**config.mk**
```make
export PLATFORM = sky130hd
export DESIGN_NAME = main_game_ctrl
export DESIGN_NICKNAME = d
export VERILOG_FILES = /design/src/rtl/game_pkg.sv /design/src/rtl/note_lane.sv /design/src/rtl/main_game_ctrl.sv
export SDC_FILE = /design/constraint.sdc
export NUM_CORES = 1
export LEC_CHECK = 0
export BUFFER_PORTS_ARGS = -buffer_cell sky130_fd_sc_hd__buf_2
export CORE_MARGIN = 10
export CORE_UTILIZATION = 45
export CTS_CLUSTER_SIZE = 28
export DETAILED_ROUTE_END_ITERATION = 6
export GPL_TIMING_DRIVEN = 0
export PLACE_DENSITY = 0.73
export RECOVER_POWER = 50
export SYNTH_ARGS = -nofsm -noshare
export SYNTH_HDL_FRONTEND = slang
export SYNTH_SLANG_ARGS = --single-unit
export TNS_END_PERCENT = 50
```
**constraint.sdc**
```tcl
create_clock -name clk -period 3.8 [get_ports clk]
set_input_delay 0 -clock clk [delete_from_list [all_inputs] [get_ports clk]]
set_output_delay 0 -clock clk [all_outputs]
set_load 0.05 [all_outputs]
```
**src/rtl/game_pkg.sv**
```systemverilog
// Shared widths and types for the two-lane rhythm-game core.
package game_pkg;
  localparam int LANE_W    = 8;
  localparam int PATTERN_W = 32;
  localparam int IDX_W     = 5;
  localparam int DIFF_W    = 23;
  localparam int CNT_W     = 8;

  typedef logic [LANE_W-1:0] lane_t;
endpackage

```
**src/rtl/note_lane.sv**
```systemverilog
// One scrolling note lane: window, button edge detect, per-cycle hit/miss flags.
// Empty presses count as misses when GAME_EMPTY_PRESS_MISS_EN is defined.
module note_lane
  import game_pkg::*;
(
  input  logic  clk,
  input  logic  rst,
  input  logic  tick,
  input  logic  note_in,
  input  logic  button,
  output lane_t window,
  output logic  hit,
  output logic  miss
);

  lane_t win_p0;
  logic  prev_p0;
  logic  press;

  assign press  = button & ~prev_p0;
  assign window = win_p0;

  always_comb begin
    hit = press & win_p0[0];
`ifdef GAME_EMPTY_PRESS_MISS_EN
    miss = press ? ~win_p0[0] : (tick & win_p0[0]);
`else
    miss = ~press & tick & win_p0[0];
`endif
  end

  // stage p0: window and previous button level
  always_ff @(posedge clk) begin
    if (rst) begin
      win_p0  <= '0;
      prev_p0 <= 1'b0;
    end else begin
      prev_p0 <= button;
      // A hit note is discarded by the shift anyway, so tick wins over the clear.
      if (tick)
        win_p0 <= {note_in, win_p0[LANE_W-1:1]};
      else if (hit)
        win_p0[0] <= 1'b0;
    end
  end

endmodule

```
**src/rtl/main_game_ctrl.sv**
```systemverilog
// Two-lane rhythm-game core: tick generator, pattern index, saturating score counters.
// Optional macro GAME_EMPTY_PRESS_MISS_EN (in note_lane) penalises empty presses.
module main_game_ctrl
  import game_pkg::*;
(
  input  logic                 clk,
  input  logic                 n_rst,
  input  logic [PATTERN_W-1:0] notes1,
  input  logic [PATTERN_W-1:0] notes2,
  input  logic [DIFF_W-1:0]    diff,
  input  logic                 button_1,
  input  logic                 button_2,
  output logic [2*LANE_W-1:0]  out,
  output logic [CNT_W-1:0]     num_hits,
  output logic [CNT_W-1:0]     num_misses
);

  function automatic logic [CNT_W-1:0] sat_add(input logic [CNT_W-1:0] a,
                                              input logic [1:0] b);
    logic [CNT_W:0] s;
    s = {1'b0, a} + {{(CNT_W-1){1'b0}}, b};
    return s[CNT_W] ? {CNT_W{1'b1}} : s[CNT_W-1:0];
  endfunction

  logic [DIFF_W-1:0] tcnt_p0;
  logic [IDX_W-1:0]  idx_p0;
  logic [IDX_W-1:0]  sel;
  logic [CNT_W-1:0]  hits_p0;
  logic [CNT_W-1:0]  misses_p0;
  logic              tick;
  logic              hit1, hit2, miss1, miss2;
  lane_t             w1, w2;
  logic [1:0]        hit_sum, miss_sum;

  assign tick     = (tcnt_p0 == diff);
  // Bit 31 plays first, so the index counts down through the pattern.
  assign sel      = IDX_W'(PATTERN_W-1) - idx_p0;
  assign hit_sum  = {1'b0, hit1} + {1'b0, hit2};
  assign miss_sum = {1'b0, miss1} + {1'b0, miss2};

  note_lane u_lane1 (
    .clk(clk), .rst(n_rst), .tick(tick), .note_in(notes1[sel]),
    .button(button_1), .window(w1), .hit(hit1), .miss(miss1)
  );

  note_lane u_lane2 (
    .clk(clk), .rst(n_rst), .tick(tick), .note_in(notes2[sel]),
    .button(button_2), .window(w2), .hit(hit2), .miss(miss2)
  );

  // stage p0: tick counter, pattern index, score counters
  always_ff @(posedge clk) begin
    if (n_rst) begin
      tcnt_p0   <= '0;
      idx_p0    <= '0;
      hits_p0   <= '0;
      misses_p0 <= '0;
    end else begin
      tcnt_p0   <= tick ? '0 : tcnt_p0 + 1'b1;
      if (tick)
        idx_p0 <= idx_p0 + 1'b1;
      hits_p0   <= sat_add(hits_p0, hit_sum);
      misses_p0 <= sat_add(misses_p0, miss_sum);
    end
  end

  assign out        = {w2, w1};
  assign num_hits   = hits_p0;
  assign num_misses = misses_p0;

endmodule

```
==> flow_metrics.py <==
metrics = {
    "floorplanning": {
        "core_area_um2": 7647,
        "dieArea_um2": 11740,
        "die-width_um": 108.4,
        "num_rows": 32,
        "start_util_pct": 45.94,
        "dieHeight_um": 108.4,
        "num_io_pins": 123,
    },
    "global_routing": {
        "grt-busiest-layer": "met2",
        "grt_pass1_wl_mm": 16.66,
        "met3_usage_pct": 5.116,
        "antenna_found_initial": 0,
        "grt_max_degree": 14,
        "grtUsageTotal_pct": 17.50,
        "use_met2_pct": 28.71,
        "grt_pass1_vias": 3421,
        "met1_usage_pct": 21.68,
        "grt_remaining_overflow": 0,
    },
    "setup_path": {
        "cp-end-kind": "flip-flop",
        "crit_required_ps": 4060,
        "crit_type": "flip-flop to flip-flop",
        "worstPathArrival_ps": 3640,
        "startpoint": "tcnt_p0[16]",
        "crit_fanout": 10,
        "worst_setup_path_start_kind": "flip-flop",
        "r2r-start": "tcnt_p0[16]",
    },
    "timing": {
        "drv_slew": 0,
        "timing.final.crit_share_pct": 88.91,
        "tightest_slew_ps": 847.6,
        "setup_viol": 0,
        "final_hold_viol_count": 0,
        "rsz0062_at_grt": "false",
        "skew_ps": 7.089,
        "fin_crit_ps": 3379,
        "fmax_mhz": 296.0,
        "finalSetupTns_ps": 0,
        "slew_headroom_pct": 43.02,
    },
    "outcome": {
        "outcome": "completed",
    },
    "cts": {
        "clock_path_buffers": 2,
        "clkTransAtPathRegs_ps": 80,
        "cts_buffers": 9,
        "clkLatencyLatePin_ps": 340,
        "h-tree-depth": 3,
        "cts_tree": "yes",
        "cts-root-buf": "clkbuf_8",
        "cts_sinks": 62,
        "post_cts_buffers": 0,
    },
    "synthesis": {
        "yosysUniqueCellTypes": 43,
        "synthTopCellsByArea": "dfxtp_1, xnor2_1, xor2_1",
        "ys_seq_elements": 62,
        "async_reset_ff_share_pct": 0,
        "syn-num-nets": 486,
        "syn-instance-count": 389,
        "ys.flop_type": "dfxtp_1",
        "synth_top_area_cell": "dfxtp_1",
        "yosysTopAreaCellShare_pct": 35.33,
        "syn_area_per_cell_um2": 9.032,
        "ys_warn_count": 0,
        "yosysSeqAreaShare_pct": 35.33,
        "synth_area_um2": 3513,
        "synth_edf_count": 0,
    },
    "power_and_ir_drop": {
        "p_per_area_nw_per_um2": 308.9,
        "vdd_drop_max_uv": 213.2,
        "p_leak_nw": 1.554,
        "power.total_mw": 1.373,
    },
    "final_layout": {
        "fill_cells": 762,
        "areaGrowthSynthToFinish_pct": 26.53,
        "finalNetCount": 620,
        "n_antenna_cell": 0,
        "post_route_cells_drive_above_1_share_pct": 23.30,
    },
    "place": {
        "dp_hpwl_mm": 8.280,
        "port_buffers": 121,
        "gp_congestion": 0.9411,
    },
    "min_path": {
        "min-delay-start": "diff[14]",
        "holdCritPathClass": "primary input to flip-flop",
    },
    "routing": {
        "via_per_inst": 5.494,
        "wirelength_mm": 10.57,
        "first_pass_iters": 4,
        "vias": 3461,
        "avgRoutedWirePerCell_um": 16.78,
        "drc": 0,
        "drt_iter0_drc": 166,
        "ant_nets": 0,
    },
    "run": {
        "cap_violations": 0,
    },
}
==> synth_stat cells (10+ instances only) <==
cell,count
nand3_1,30
nor3_1,32
inv_1,11
o21ai_0,14
xnor2_1,32
clkbuf_1,20
a221oi_1,10
mux2i_1,16
dfxtp_1,62
xor2_1,22
a21oi_1,32
nand4_1,12
==> stage by stage <==
| step | instances | setup slack (ps) | area (um^2) | util (%) | hold WS (ps) |
|---|---|---|---|---|---|
| 2_1_floorplan | 389 | 750.5 | 3513 | - | 128.2 |
| 3_3_place_gp | 612 | 105.0 | 4247 | 55.53 | 253.7 |
| 3_5_place_dp | 612 | -46.59 | 4247 | 55.53 | 264.4 |
| 4_1_cts | 630 | 100.3 | 4473 | 58.49 | 234.3 |
| 5_1_grt | 630 | 67.34 | 4446 | 58.13 | 261.7 |
| 6_report | 630 | 421.3 | 4446 | 58.13 | 226.7 |
==> flip-flops by register name (all words and copies together), names as in the netlist <==
signal,flops
idx_p0,5
tcnt_p0,23
num_misses,8
u_lane2.window,8
u_lane1.window,8
u_lane1.prev_p0,1
u_lane2.prev_p0,1
num_hits,8
==> cell type report <==
class	count	area (um^2)	share of cell area, %
Tap cell	102	127.6	2.871
Clock buffer	9	123.9	2.786
Buffer	24	95.09	2.139
Inverter	11	41.29	0.9288
Timing Repair Buffer	123	585.6	13.17
Sequential cell	62	1241	27.92
Multi-Input combinational cell	292	2151	48.38
Clock inverter	7	80.08	1.801
==> critical path, cell delays in order, from the launching register on <==
cell and delay, ps:
dfxtp_1 370, xnor2_1 280, nand4_1 110, or2_2 310, clkbuf_1 170, nor2_4 270
clkbuf_2 310, nand3_1 150, fa_1 420, inv_1 70, ha_1 290, nand4_1 290
a21oi_1 250
==> cell usage in the layout (no fill, tap or decap), types with 3 or more instances in the layout <==
| cell type | n |
|---|---|
| nor4_1 | 3 |
| inv_6 | 3 |
| or3_1 | 3 |
| a221oi_1 | 10 |
| nand3_1 | 30 |
| nand2b_1 | 5 |
| a21oi_1 | 32 |
| inv_1 | 11 |
| mux4_2 | 8 |
| mux2i_1 | 16 |
| nor2b_1 | 7 |
| clkbuf_8 | 9 |
| o21ai_0 | 14 |
| and4_1 | 3 |
| nand2_1 | 9 |
| nand4_1 | 12 |
| nor3_1 | 32 |
| xor2_1 | 22 |
| o21a_1 | 4 |
| nor3b_1 | 4 |
| clkbuf_1 | 51 |
| ha_1 | 4 |
| nor2_1 | 8 |
| buf_2 | 91 |
| xnor2_1 | 32 |
| or4_1 | 4 |
| dfxtp_1 | 62 |
==> routing by layer <==
| layer | wire length, um | share of wire (%) | vias up |
|---|---|---|---|
| met2 | 4950 | 47 | 132 |
| met5 | 0 | 0 | - |
| li1 | - | - | 1702 |
| met4 | 140 | 1.3 | 0 |
| met1 | 4711 | 45 | 1612 |
| met3 | 772 | 7.3 | 15 |
==> power breakdown <==
part | internal, mW | switching (mW) | leakage [nW]
clock network | 0.311 | 0.292 | 0.0968
logic | 0.0616 | 0.0520 | 0.957
registers | 0.653 | 0.00432 | 0.500
==> cells by family after synthesis <==
logic type	count (synthesis)	share of synthesized area (%)
compound gates	72	12.61
buf+inv	35	3.846
xor+xnor	54	13.46
mux	25	10.01
flops	62	35.33
fa+ha+maj	6	2.564
simple gates	135	22.19
==> path summary, 6_finish.rpt <==
check,end,slack (ps),depth (start not counted)
worst min register to register,u_lane1.window[1],490,2
worst max-delay path,num_misses[5],420,12
worst min-delay path,u_lane1.window[3],230,6
worst max register to register,num_misses[5],420,12
==> what timing repair did <==
item                                    4_1_cts  5_1_grt
endpoints found under the setup margin        4        7
hold endpoints to repair                      2        0
gates resized for setup                       1        3
pin swaps                                     0        0
gates cloned                                  0        0
hold buffers                                  2        0
(Power assumes the default switching activity.)
